### src/rtl/pc_sequencer_pkg.sv
// -----------------------------------------------------------------------------
// pc_sequencer_pkg
//
// Shared definitions for the next-PC sequencer:
//   - opcode / funct values of the control-flow instructions it recognises
//   - save/restore codes driven on the PC's sr port
//   - FSM state encoding and the instruction-class enum
//   - classify(): maps opcode/funct/rs onto an instruction class
// -----------------------------------------------------------------------------
package pc_sequencer_pkg;

    // Opcode and funct fields of the instructions that alter control flow
    localparam logic [5:0] OP_RTYPE = 6'd0;
    localparam logic [5:0] OP_J     = 6'd2;
    localparam logic [5:0] OP_JAL   = 6'd3;
    localparam logic [5:0] OP_BEQ   = 6'd4;
    localparam logic [5:0] OP_BNE   = 6'd5;
    localparam logic [5:0] FN_JR    = 6'd8;

    // Save/restore codes understood by the PC (code 2 is never used)
    localparam logic [1:0] SR_NONE    = 2'd0;
    localparam logic [1:0] SR_SAVE    = 2'd1;
    localparam logic [1:0] SR_RESTORE = 2'd3;

    // The encoding is visible on the state port, so the values are fixed
    typedef enum logic [1:0] {
        ST_FETCH  = 2'd0,
        ST_DECODE = 2'd1,
        ST_EXEC   = 2'd2,
        ST_UPDATE = 2'd3
    } state_e;

    typedef enum logic [2:0] {
        CL_SEQ = 3'd0,
        CL_BEQ = 3'd1,
        CL_BNE = 3'd2,
        CL_J   = 3'd3,
        CL_JAL = 3'd4,
        CL_JR  = 3'd5,
        CL_RET = 3'd6
    } instr_class_e;

    // Anything that is not a recognised control-flow instruction falls
    // through sequentially. A jr through the return-address register is a
    // return and gets its own class so UPDATE can restore the link.
    function automatic instr_class_e classify(
        input logic [5:0] op,
        input logic [5:0] fn,
        input logic [4:0] rs,
        input logic [4:0] ra
    );
        instr_class_e cls;
        cls = CL_SEQ;
        case (op)
            OP_BEQ:   cls = CL_BEQ;
            OP_BNE:   cls = CL_BNE;
            OP_J:     cls = CL_J;
            OP_JAL:   cls = CL_JAL;
            OP_RTYPE: begin
                if (fn == FN_JR) begin
                    cls = (rs == ra) ? CL_RET : CL_JR;
                end
            end
            default:  cls = CL_SEQ;
        endcase
        return cls;
    endfunction

endpackage

### src/rtl/pc_sequencer_target_calc.sv
// -----------------------------------------------------------------------------
// pc_target_calc
//
// Purely combinational candidate next-address generator. All sums wrap
// modulo 2^32.
//
// Ports:
//   pc_in    in  32  current PC
//   imm      in  16  branch offset in words (signed)
//   target   in  26  jump target in words
//   seq_addr out 32  pc_in + 4
//   br_addr  out 32  pc_in + 4 + sign_ext(imm) * 4
//   jmp_addr out 32  {seq_addr[31:28], target, 2'b00}
// -----------------------------------------------------------------------------
module pc_target_calc (
    input  logic [31:0] pc_in,
    input  logic [15:0] imm,
    input  logic [25:0] target,
    output logic [31:0] seq_addr,
    output logic [31:0] br_addr,
    output logic [31:0] jmp_addr
);

    // Branch and jump targets are both relative to the sequential address:
    // branches add a word offset, jumps keep its top nibble as the region
    assign seq_addr = pc_in + 32'd4;
    assign br_addr  = seq_addr + {{14{imm[15]}}, imm, 2'b00};
    assign jmp_addr = {seq_addr[31:28], target, 2'b00};

endmodule

### src/rtl/pc_sequencer.sv
// -----------------------------------------------------------------------------
// pc_sequencer
//
// Multi-cycle next-PC controller. Walks each instruction through
// FETCH -> DECODE -> EXEC -> UPDATE and drives the PC's en/sr/address
// interface. Every output is registered, so each strobe becomes visible the
// cycle after the state that decides it: ir_write shows in DECODE and the
// pc_en / pc_sr pulse shows in the FETCH cycle following UPDATE.
//
// Ports:
//   clk      in   1  system clock, rising edge
//   rst      in   1  asynchronous active-high reset
//   hold     in   1  freezes every register while high
//   instr    in  32  instruction word, valid from DECODE onward
//   pc_in    in  32  current PC value
//   rs_data  in  32  register-file rs read data, valid in EXEC
//   zero     in   1  ALU zero flag, valid in EXEC
//   pc_en    out  1  PC load enable pulse
//   pc_sr    out  2  0 none, 1 save pc_in+4 as link, 3 restore link
//   pc_next  out 32  address loaded by the PC when pc_en=1
//   ir_write out  1  instruction register load strobe
//   state    out  2  0 FETCH, 1 DECODE, 2 EXEC, 3 UPDATE
//   call_ovf out  1  sticky: jal issued while a link was already live
//   ret_unf  out  1  sticky: return issued with no live link
// -----------------------------------------------------------------------------
module pc_sequencer #(
    parameter int FETCH_WAIT = 1,
    parameter int RA_REG     = 31
) (
    input  logic        clk,
    input  logic        rst,
    input  logic        hold,
    input  logic [31:0] instr,
    input  logic [31:0] pc_in,
    input  logic [31:0] rs_data,
    input  logic        zero,
    output logic        pc_en,
    output logic [1:0]  pc_sr,
    output logic [31:0] pc_next,
    output logic        ir_write,
    output logic [1:0]  state,
    output logic        call_ovf,
    output logic        ret_unf
);

    import pc_sequencer_pkg::*;

    localparam int               CNT_W    = (FETCH_WAIT > 1) ? $clog2(FETCH_WAIT) : 1;
    localparam logic [CNT_W-1:0] CNT_LAST = CNT_W'(FETCH_WAIT - 1);
    localparam logic [4:0]       RA_SEL   = 5'(RA_REG);

    state_e       state_q,    state_d;
    logic [CNT_W-1:0] cnt_q,  cnt_d;
    logic         ir_write_q, ir_write_d;
    logic         pc_en_q,    pc_en_d;
    logic [1:0]   pc_sr_q,    pc_sr_d;
    logic [31:0]  pc_next_q,  pc_next_d;
    logic         depth_q,    depth_d;
    logic         call_ovf_q, call_ovf_d;
    logic         ret_unf_q,  ret_unf_d;
    instr_class_e class_q,    class_d;
    logic [15:0]  imm_q,      imm_d;
    logic [25:0]  target_q,   target_d;
    logic [31:0]  addr_q,     addr_d;

    logic [31:0]  seq_addr;
    logic [31:0]  br_addr;
    logic [31:0]  jmp_addr;

    // Candidate addresses are formed from the latched immediate/target and
    // the live pc_in, so they are only meaningful while in EXEC
    pc_target_calc u_target_calc (
        .pc_in    (pc_in),
        .imm      (imm_q),
        .target   (target_q),
        .seq_addr (seq_addr),
        .br_addr  (br_addr),
        .jmp_addr (jmp_addr)
    );

    // Next-state and next-output logic. Every register defaults to its
    // current value so that hold simply skips all updates, strobes
    // included. When not holding, the pulse outputs fall back to zero
    // unless the current state asks for them; pc_next keeps its last value.
    always_comb begin
        state_d    = state_q;
        cnt_d      = cnt_q;
        ir_write_d = ir_write_q;
        pc_en_d    = pc_en_q;
        pc_sr_d    = pc_sr_q;
        pc_next_d  = pc_next_q;
        depth_d    = depth_q;
        call_ovf_d = call_ovf_q;
        ret_unf_d  = ret_unf_q;
        class_d    = class_q;
        imm_d      = imm_q;
        target_d   = target_q;
        addr_d     = addr_q;

        if (!hold) begin
            ir_write_d = 1'b0;
            pc_en_d    = 1'b0;
            pc_sr_d    = SR_NONE;

            case (state_q)
                // Wait out the instruction memory latency, then strobe the IR
                ST_FETCH: begin
                    if (cnt_q == CNT_LAST) begin
                        cnt_d      = '0;
                        ir_write_d = 1'b1;
                        state_d    = ST_DECODE;
                    end else begin
                        cnt_d = cnt_q + CNT_W'(1);
                    end
                end

                // Only the class, immediate and target survive decode;
                // opcode, funct and rs are consumed by the classifier
                ST_DECODE: begin
                    class_d  = classify(instr[31:26], instr[5:0], instr[25:21], RA_SEL);
                    imm_d    = instr[15:0];
                    target_d = instr[25:0];
                    state_d  = ST_EXEC;
                end

                // Resolve the address now, while zero and rs_data are valid.
                // A return resolves to the sequential address, which is what
                // an underflowing return falls back to.
                ST_EXEC: begin
                    case (class_q)
                        CL_BEQ:       addr_d = zero ? br_addr : seq_addr;
                        CL_BNE:       addr_d = zero ? seq_addr : br_addr;
                        CL_J, CL_JAL: addr_d = jmp_addr;
                        CL_JR:        addr_d = rs_data;
                        default:      addr_d = seq_addr;
                    endcase
                    state_d = ST_EXEC == state_q ? ST_UPDATE : state_q;
                end

                // Issue the PC update. A call always saves and marks the link
                // live; a return with a live link restores it instead of
                // loading an address, and one without degrades to sequential.
                ST_UPDATE: begin
                    case (class_q)
                        CL_JAL: begin
                            pc_en_d   = 1'b1;
                            pc_sr_d   = SR_SAVE;
                            pc_next_d = addr_q;
                            if (depth_q) begin
                                call_ovf_d = 1'b1;
                            end
                            depth_d = 1'b1;
                        end
                        CL_RET: begin
                            if (depth_q) begin
                                pc_sr_d   = SR_RESTORE;
                                pc_next_d = '0;
                                depth_d   = 1'b0;
                            end else begin
                                pc_en_d   = 1'b1;
                                pc_next_d = addr_q;
                                ret_unf_d = 1'b1;
                            end
                        end
                        default: begin
                            pc_en_d   = 1'b1;
                            pc_next_d = addr_q;
                        end
                    endcase
                    state_d = ST_FETCH;
                end

                default: state_d = ST_FETCH;
            endcase
        end
    end

    // State and output registers. Reset is asynchronous so an instruction
    // in flight is abandoned at once and no update reaches the PC.
    always_ff @(posedge clk or posedge rst) begin
        if (rst) begin
            state_q    <= ST_FETCH;
            cnt_q      <= '0;
            ir_write_q <= 1'b0;
            pc_en_q    <= 1'b0;
            pc_sr_q    <= SR_NONE;
            pc_next_q  <= '0;
            depth_q    <= 1'b0;
            call_ovf_q <= 1'b0;
            ret_unf_q  <= 1'b0;
            class_q    <= CL_SEQ;
            imm_q      <= '0;
            target_q   <= '0;
            addr_q     <= '0;
        end else begin
            state_q    <= state_d;
            cnt_q      <= cnt_d;
            ir_write_q <= ir_write_d;
            pc_en_q    <= pc_en_d;
            pc_sr_q    <= pc_sr_d;
            pc_next_q  <= pc_next_d;
            depth_q    <= depth_d;
            call_ovf_q <= call_ovf_d;
            ret_unf_q  <= ret_unf_d;
            class_q    <= class_d;
            imm_q      <= imm_d;
            target_q   <= target_d;
            addr_q     <= addr_d;
        end
    end

    assign pc_en    = pc_en_q;
    assign pc_sr    = pc_sr_q;
    assign pc_next  = pc_next_q;
    assign ir_write = ir_write_q;
    assign state    = state_q;
    assign call_ovf = call_ovf_q;
    assign ret_unf  = ret_unf_q;

endmodule

### config.mk
export PLATFORM = sky130hd
export DESIGN_NAME = pc_sequencer
export DESIGN_NICKNAME = d
export VERILOG_FILES = /design/src/rtl/pc_sequencer_pkg.sv /design/src/rtl/pc_sequencer_target_calc.sv /design/src/rtl/pc_sequencer.sv
export SDC_FILE = /design/constraint.sdc
export NUM_CORES = 1
export LEC_CHECK = 0
export ABC_AREA = 1
export ABC_CLOCK_PERIOD_IN_PS = 4300
export BUFFER_PORTS_ARGS = -buffer_cell sky130_fd_sc_hd__buf_4
export CAP_MARGIN = 10
export CORE_ASPECT_RATIO = 2
export CORE_MARGIN = 4
export CORE_UTILIZATION = 50
export CTS_CLUSTER_DIAMETER = 50
export DETAILED_ROUTE_END_ITERATION = 8
export PLACE_DENSITY_LB_ADDON = 0.05
export SYNTH_ARGS = -nofsm -noshare
export SYNTH_HDL_FRONTEND = slang
export SYNTH_HIERARCHICAL = 1
export SYNTH_SLANG_ARGS = --single-unit
### constraint.sdc
create_clock -name clk -period 4.3 [get_ports clk]
set_clock_uncertainty 0.1 [all_clocks]
set_input_delay 0.215 -clock clk [delete_from_list [all_inputs] [get_ports clk]]
set_output_delay 0.215 -clock clk [all_outputs]
set_load 0.02 [all_outputs]
==> run summary, run 1 <==
outcome - complete, no violations
worst reg-to-reg path cell count - 17
antenna-violating nets left - 0
Synth Register Bits - 102
Slew Limit Fails - 0
Crit path max-delay family - simple AND/OR/NAND/NOR gates
yosys warns - 6
pwr/cell area - 530.0 nW/um^2
Placed Instances - 1,875
Detailed Place HPWL - 23,780 um
share of the synthesized area in the top cell type - 29.06%
grt total ovfl - 0
Lkg Pwr - 6.187 nW
Compound-Gate Fraction of Synth Area - 7.155%
CP Max Fanout - 4
largest area contributor in the netlist - nand2_1
crit-path max cell delay - 420 ps
number of distinct library cells after synthesis - 42
post-synthesis xor/xnor area fraction - 3.846%
largest net degree at the start of global routing - 98
syn_area_per_cell - 5.843 um^2
fmax - 303.8 MHz
GR Util All Layers - 29.24%
Chip Height - 201.3 um
crit-path cells - buf_4 > nand2_1 > nor2_1 > nand2_1 > nor2_1 > xor2_1 > ha_1 > a21oi_1 > o21ai_0 > nand2_1 > nand2_1 > a21oi_1 > nand2_1 > nand2_1 > nand2_1 > nand2_1 > nand2_1 > nand2_1 > nand2_1 > nor2_1 > nand2_1 > nand2_1 > nand2_1
largest family of logic cells by synthesized area - simple AND/OR/NAND/NOR gates
CTS tree - yes
Antenna diodes - 0
DRC Markers - 0
critical path type - in2reg
stages on the worst setup path - 23
Worst-Skew Late Latency - 350 ps
Place WS - 680.3 ps
Setup crit start - pc_in[6]
min Tclk post-route - 3292 ps
Max-Cap Viols - 0
adder-cell share of the synthesized area - 5.172%
clock slew at reported path FFs - 70 ps
Post-Synthesis Cell Area - 9338 um^2
EDFF count, synth - 0
H-tree depth - 3
Clock Path Buffers - 2
via count - 9,883
ys flop type - dfrtp_1
crit share post-route - 76.56%
RePlAce Congestion - 0.9715
antenna violations before repair - 0
Seq/Total Area, Yosys - 27.33%
Synth area leaders - nand2_1 (29%), dfrtp_1 (27%), nor2_1 (8.0%)
drt wl/cell - 15.94 um
clk root buf - clkbuf_16
Worst path slowest cell - xor2_1
reg-to-reg startpoint - imm_q[0]$_DFFE_PP0P_
simple-gate share of the synthesized area - 44.15%
Critical Path AT - 3440 ps
Pwr Total - 5.695 mW
num ports - 140
Hold WC Path Type - in2reg
Initial Util - 51.01%
clock sink total - 102
P&R area growth vs syn - 15.07%
peak supply drop - 210.3 uV
fraction of layout instances using a drive strength above 1 - 11.79%
port bufs - 139
crit path to - addr_q[30]$_DFFE_PP0P_
First-pass DRT Iterations - 8
Hold Vio Cnt, Final - 0
global-route wire length before repair - 49,300 um
Post-Syn Instances - 1,598
total wire length - 30,490 um
# nets final - 1,830
Num CTS Buffers - 9
die area - 21,060 um^2
CP Data Required Time - 4450 ps
Slew HR - 28.27%
WP buf/inv - 1
Final Setup Violations - 0
worst slew pin tran - 1073 ps
Worst Setup End Kind - flip-flop
mux share of post-synthesis cell area - 0%
setup_tns - 0 ps
DIE WIDTH - 104.6 um
RSZ-0062 raised after global routing - false
reg2reg end - addr_q[18]$_DFFE_PP0P_
# rows - 70
number of global-route vias before repair - 9,729
cell mode on critical path - nand2_1
ys async rst share - 100.0%
Worst setup SP type - input port
R2R Setup Slk - 1220 ps
Final WS setup - 1008 ps
1st-iter DRT viols - 559
fin cells - 1,913
core area - 18,310 um^2
hold wc startpoint - instr[25]
vias per cell - 5.166
==> metrics by stage <==
step	hold slack (ps)	area [um^2]	utilization, %
floorplan	224.6	9341	-
global placement	315.8	10250	55.97
detailed placement	315.8	10250	55.97
CTS	3.251	10730	58.62
global route	28.53	10750	58.70
finish	4.759	10750	58.70
==> tightest hold or removal path, cell delays in order <==
cell and delay (ps):
buf_4 90, nand2_1 50, nand2_1 60
==> routing by layer <==
layer  global-route usage (%)  share of wire (%)  up-vias  wire [um]
met4                    17.74                6.6        0       1999
met1                    33.57                 39     4468      11740
met2                    52.01                 51      293      15580
li1                         -                  -     5035          -
met5                        0                  0        -          0
met3                    2.600                3.8       87       1165
==> cells in the final DEF (no fill, tap or decap), types with 7 or more instances in the layout <==
cell type / instances
inv_1: 159
o21ai_0: 48
buf_4: 150
xnor2_1: 10
nand2_1: 722
dfrtp_1: 102
nor2_1: 196
nand4_1: 10
xor2_1: 31
clkbuf_16: 9
a21oi_1: 64
inv_2: 7
dlygate4sd3_1: 21
nand3_1: 69
ha_1: 37
==> cell families after synthesis <==
| group | Yosys count |
|---|---|
| AND/OR/NAND/NOR | 1031 |
| buffers and inverters | 259 |
| AO/OA/AOI/OAI | 126 |
| flip-flops | 102 |
| XOR/XNOR | 41 |
| adder cells (fa/ha/maj) | 38 |
| other | 1 |
==> registers in the layout, summed over array words and instances, names as in the netlist, 2 cells and up <==
| register | count |
|---|---|
| imm_q | 15 |
| addr_q | 32 |
| pc_sr | 2 |
| pc_next | 32 |
| class_q | 3 |
| target_q | 11 |
| state | 2 |
==> synthesized netlist by cell type (7+ instances only) <==
library cell / instances
a21oi_1: 64
buf_2: 15
buf_4: 42
clkbuf_1: 31
dfrtp_1: 102
ha_1: 37
inv_1: 160
inv_2: 7
nand2_1: 723
nand3_1: 69
nand4_1: 10
nor2_1: 198
o21ai_0: 48
xnor2_1: 10
xor2_1: 31
==> repair_timing <==
action,4_1_cts,5_1_grt
resized for setup,0,0
hold buffers,21,0
setup buffers,0,0
endpoints found under the hold margin,35,0
setup endpoints to repair,0,0
==> report_power, final <==
group	internal, mW	switching (mW)
logic	1.16	2.12
clock network	0.397	0.371
registers	1.35	0.294
total	2.91	2.79
==> layout make-up <==
class	count	area, um^2
fillers	1901	7560
multi-input cells	1238	5660
repair buffers	172	1351
well taps	216	270.3
clock buffers	10	229.0
flip-flops and latches	102	2552
inverters	169	636.9
clock inverters	6	45.04
==> how the worst min path moves through the flow <==
stage	depth (start not counted)	to
after floorplan	2	imm_q[0]$_DFFE_PP0P_
after global placement	3	imm_q[9]$_DFFE_PP0P_
after detailed placement	3	imm_q[9]$_DFFE_PP0P_
after CTS	3	target_q[25]$_DFFE_PP0P_
after global routing	3	target_q[25]$_DFFE_PP0P_
final	3	target_q[25]$_DFFE_PP0P_
Note: power is estimated with default switching activity, not from simulation.
==> run 2: changes to the inputs <==
--- a/config.mk
+++ b/config.mk
@@ -6,7 +6,7 @@
 export NUM_CORES = 1
 export LEC_CHECK = 0
 export ABC_AREA = 1
-export ABC_CLOCK_PERIOD_IN_PS = 4300
+export ABC_CLOCK_PERIOD_IN_PS = 3450
 export BUFFER_PORTS_ARGS = -buffer_cell sky130_fd_sc_hd__buf_4
 export CAP_MARGIN = 10
 export CORE_ASPECT_RATIO = 2
==> constraint.sdc (replaced) <==
create_clock -name clk -period 3.45 [get_ports clk]
set_clock_uncertainty 0.1 [all_clocks]
set_input_delay 0.1725 -clock clk [delete_from_list [all_inputs] [get_ports clk]]
set_output_delay 0.1725 -clock clk [all_outputs]
set_load 0.02 [all_outputs]
==> run summary, run 2 (synthesized netlist as in run 1, its figures left out) <==
outcome - complete, no violations
Placed Instances - 1,920 (+2.4%)
P&R area growth vs syn - 19.47%
First-pass DRT Iterations - 5 (-3)
Hold WC Path Type - in2reg
clock sink total - 102 (unchanged)
Final Setup Violations - 0 (unchanged)
critical path type - in2reg
Worst Setup End Kind - flip-flop
H-tree depth - 3 (unchanged)
clk root buf - clkbuf_16
Core Util, Final - 60.94% (+2.2 points)
Post-CTS Setup Bufs - 0 (unchanged)
Fillers - 1,887 (-0.74%)
# rows - 70 (unchanged)
Lkg Pwr - 6.446 nW (+4.2%)
RSZ-0062 raised after global routing - false
DRC Markers - 0 (unchanged)
Top Layer Used - met4
1st-iter DRT viols - 474 (-15%)
num ports - 140 (unchanged)
Slew HR - 30.30% (+2.0 points)
Hold Vio Cnt, Final - 0 (unchanged)
global-route wire length before repair - 48,760 um (-1.1%)
total wire length - 29,880 um (-2.0%)
clock slew at reported path FFs - 70 ps (about the same)
antenna-violating nets left - 0 (unchanged)
grt total ovfl - 0 (unchanged)
Hold EP - imm_q[3]$_DFFE_PP0P_
fraction of layout instances using a drive strength above 1 - 13.93% (+2.1 points)
core area - 18,310 um^2 (unchanged)
Antenna diodes - 0 (unchanged)
Detailed Place HPWL - 23,660 um (-0.48%)
reg2reg end - addr_q[26]$_DFFE_PP0P_
Initial Util - 51.01% (unchanged)
most frequent cells in the layout - nand2_1 (722), nor2_1 (196), buf_4 (194)
count of cells resized by post-cts repair - 0 (unchanged)
Clock Path Buffers - 2 (unchanged)
via count - 9,975 (+0.93%)
crit share post-route - 90.42%
WL met3 - 988 um (-15%)
Slew Limit Fails - 0 (unchanged)
port bufs - 139 (unchanged)
hold wc startpoint - instr[3]
Non-Filler Cell Area, Final - 11,160 um^2 (+3.8%)
# nets final - 1,877 (+2.6%)
worst reg-to-reg path cell count - 16 (-1)
antenna violations before repair - 0 (unchanged)
pwr/cell area - 662.7 nW/um^2 (+25%)
number of global-route vias before repair - 9,731 (+0.021%)
GR Util All Layers - 28.79% (-0.45 points)
reg-to-reg startpoint - target_q[15]$_DFFE_PP0P_
Num CTS Buffers - 9 (unchanged)
CTS tree - yes
Worst setup SP type - input port
Chip Height - 201.3 um (unchanged)
met1 wire length - 11,700 um (-0.34%)
R2R Setup Slk - 360 ps (-860 ps)
largest net degree at the start of global routing - 97 (-1.0%)
CP Max Fanout - 6 (+2)
vias per cell - 5.089 (-1.5%)
fin cells - 1,960 (+2.5%)
Worst-Skew Late Latency - 350 ps (about the same)
fmax - 320.6 MHz
Critical Path AT - 3260 ps (-180 ps)
CP Data Required Time - 3590 ps (-860 ps)
Max-Cap Viols - 0 (unchanged)
DIE WIDTH - 104.6 um (unchanged)
CTS Hold Buffers Added - 24 (+14%)
leading cell type in the layout, fill and taps excluded - nand2_1
peak supply drop - 308.0 uV (+46%)
hold path depth - 3 (unchanged)
dpl cell area - 10,590 um^2 (+3.4%)
min Tclk post-route - 3119 ps
routed wl met2 - 15,610 um (+0.19%)
die area - 21,060 um^2 (unchanged)
drt wl/cell - 15.25 um (-4.3%)
worst slew pin tran - 1042 ps (-31.79 ps)
RePlAce Congestion - 0.9550 (-1.7%)
[run 2: through the flow]
| step | worst slack (ps) | power [mW] | hold slack (ps) | setup TNS (ps) |
|---|---|---|---|---|
| 2_1_floorplan | 502.0 | 4.995 | 182.1 | 0 |
| 3_3_place_gp | -53.76 | 6.209 | 191.8 | -53.76 |
| 3_5_place_dp | -75.57 | 6.259 | 196.8 | -105.9 |
| 4_1_cts | 291.0 | 7.408 | 7.973 | 0 |
| 5_1_grt | 27.97 | 8.087 | 2.826 | 0 |
| 6_report | 330.6 | 7.393 | 19.55 | 0 |
[run 2: worst max-delay path by stage]
stage,from,end,slack [ps],cells after the start
finish,pc_in[2],addr_q[26]$_DFFE_PP0P_,330,23
global route,pc_in[3],addr_q[29]$_DFFE_PP0P_,30,24
CTS,pc_in[2],addr_q[26]$_DFFE_PP0P_,290,23
detailed placement,pc_in[2],addr_q[26]$_DFFE_PP0P_,-80,23
global placement,pc_in[2],addr_q[26]$_DFFE_PP0P_,-50,21
floorplan,rst,addr_q[0]$_DFFE_PP0P_,500,1
[run 2: cell type report]
type	count	area (um^2)	share of cell area [%]
inverter	169	636.9	5.709
timing repair buffer	219	1717	15.39
tap	216	270.3	2.423
clock buffer	12	246.5	2.210
clock inverter	4	77.57	0.6954
sequential	102	2552	22.88
multi-input combinational	1238	5655	50.70
[run 2: power by group]
group          switching (mW)  internal (mW)  leakage [nW]
logic                    2.62           1.61          4.99
registers               0.371           1.69          1.30
clock network           0.444          0.660         0.157
total                    3.44           3.96          6.45
[run 2: per-layer routing]
| layer | up-vias | global-route usage, % |
|---|---|---|
| met2 | 269 | 53.28 |
| met4 | 0 | 14.73 |
| li1 | 5128 | - |
| met5 | - | 0 |
| met1 | 4501 | 32.63 |
| met3 | 77 | 2.215 |
[run 2: critical path, stage by stage]
cell	delay, ps
buf_4	100
inv_2	70
nor2_4	200
nand2_4	100
nor2_8	190
nand3_4	110
xnor2_1	380
ha_1	380
a21oi_1	220
o21ai_0	160
buf_4	170
a21oi_1	220
nand3_1	110
nand2_1	70
nand2_1	50
nand2_1	60
nand2_1	60
nand2_1	60
nand2_1	50
nor2_1	150
nand2_1	70
nand2_1	70
nand2_1	50
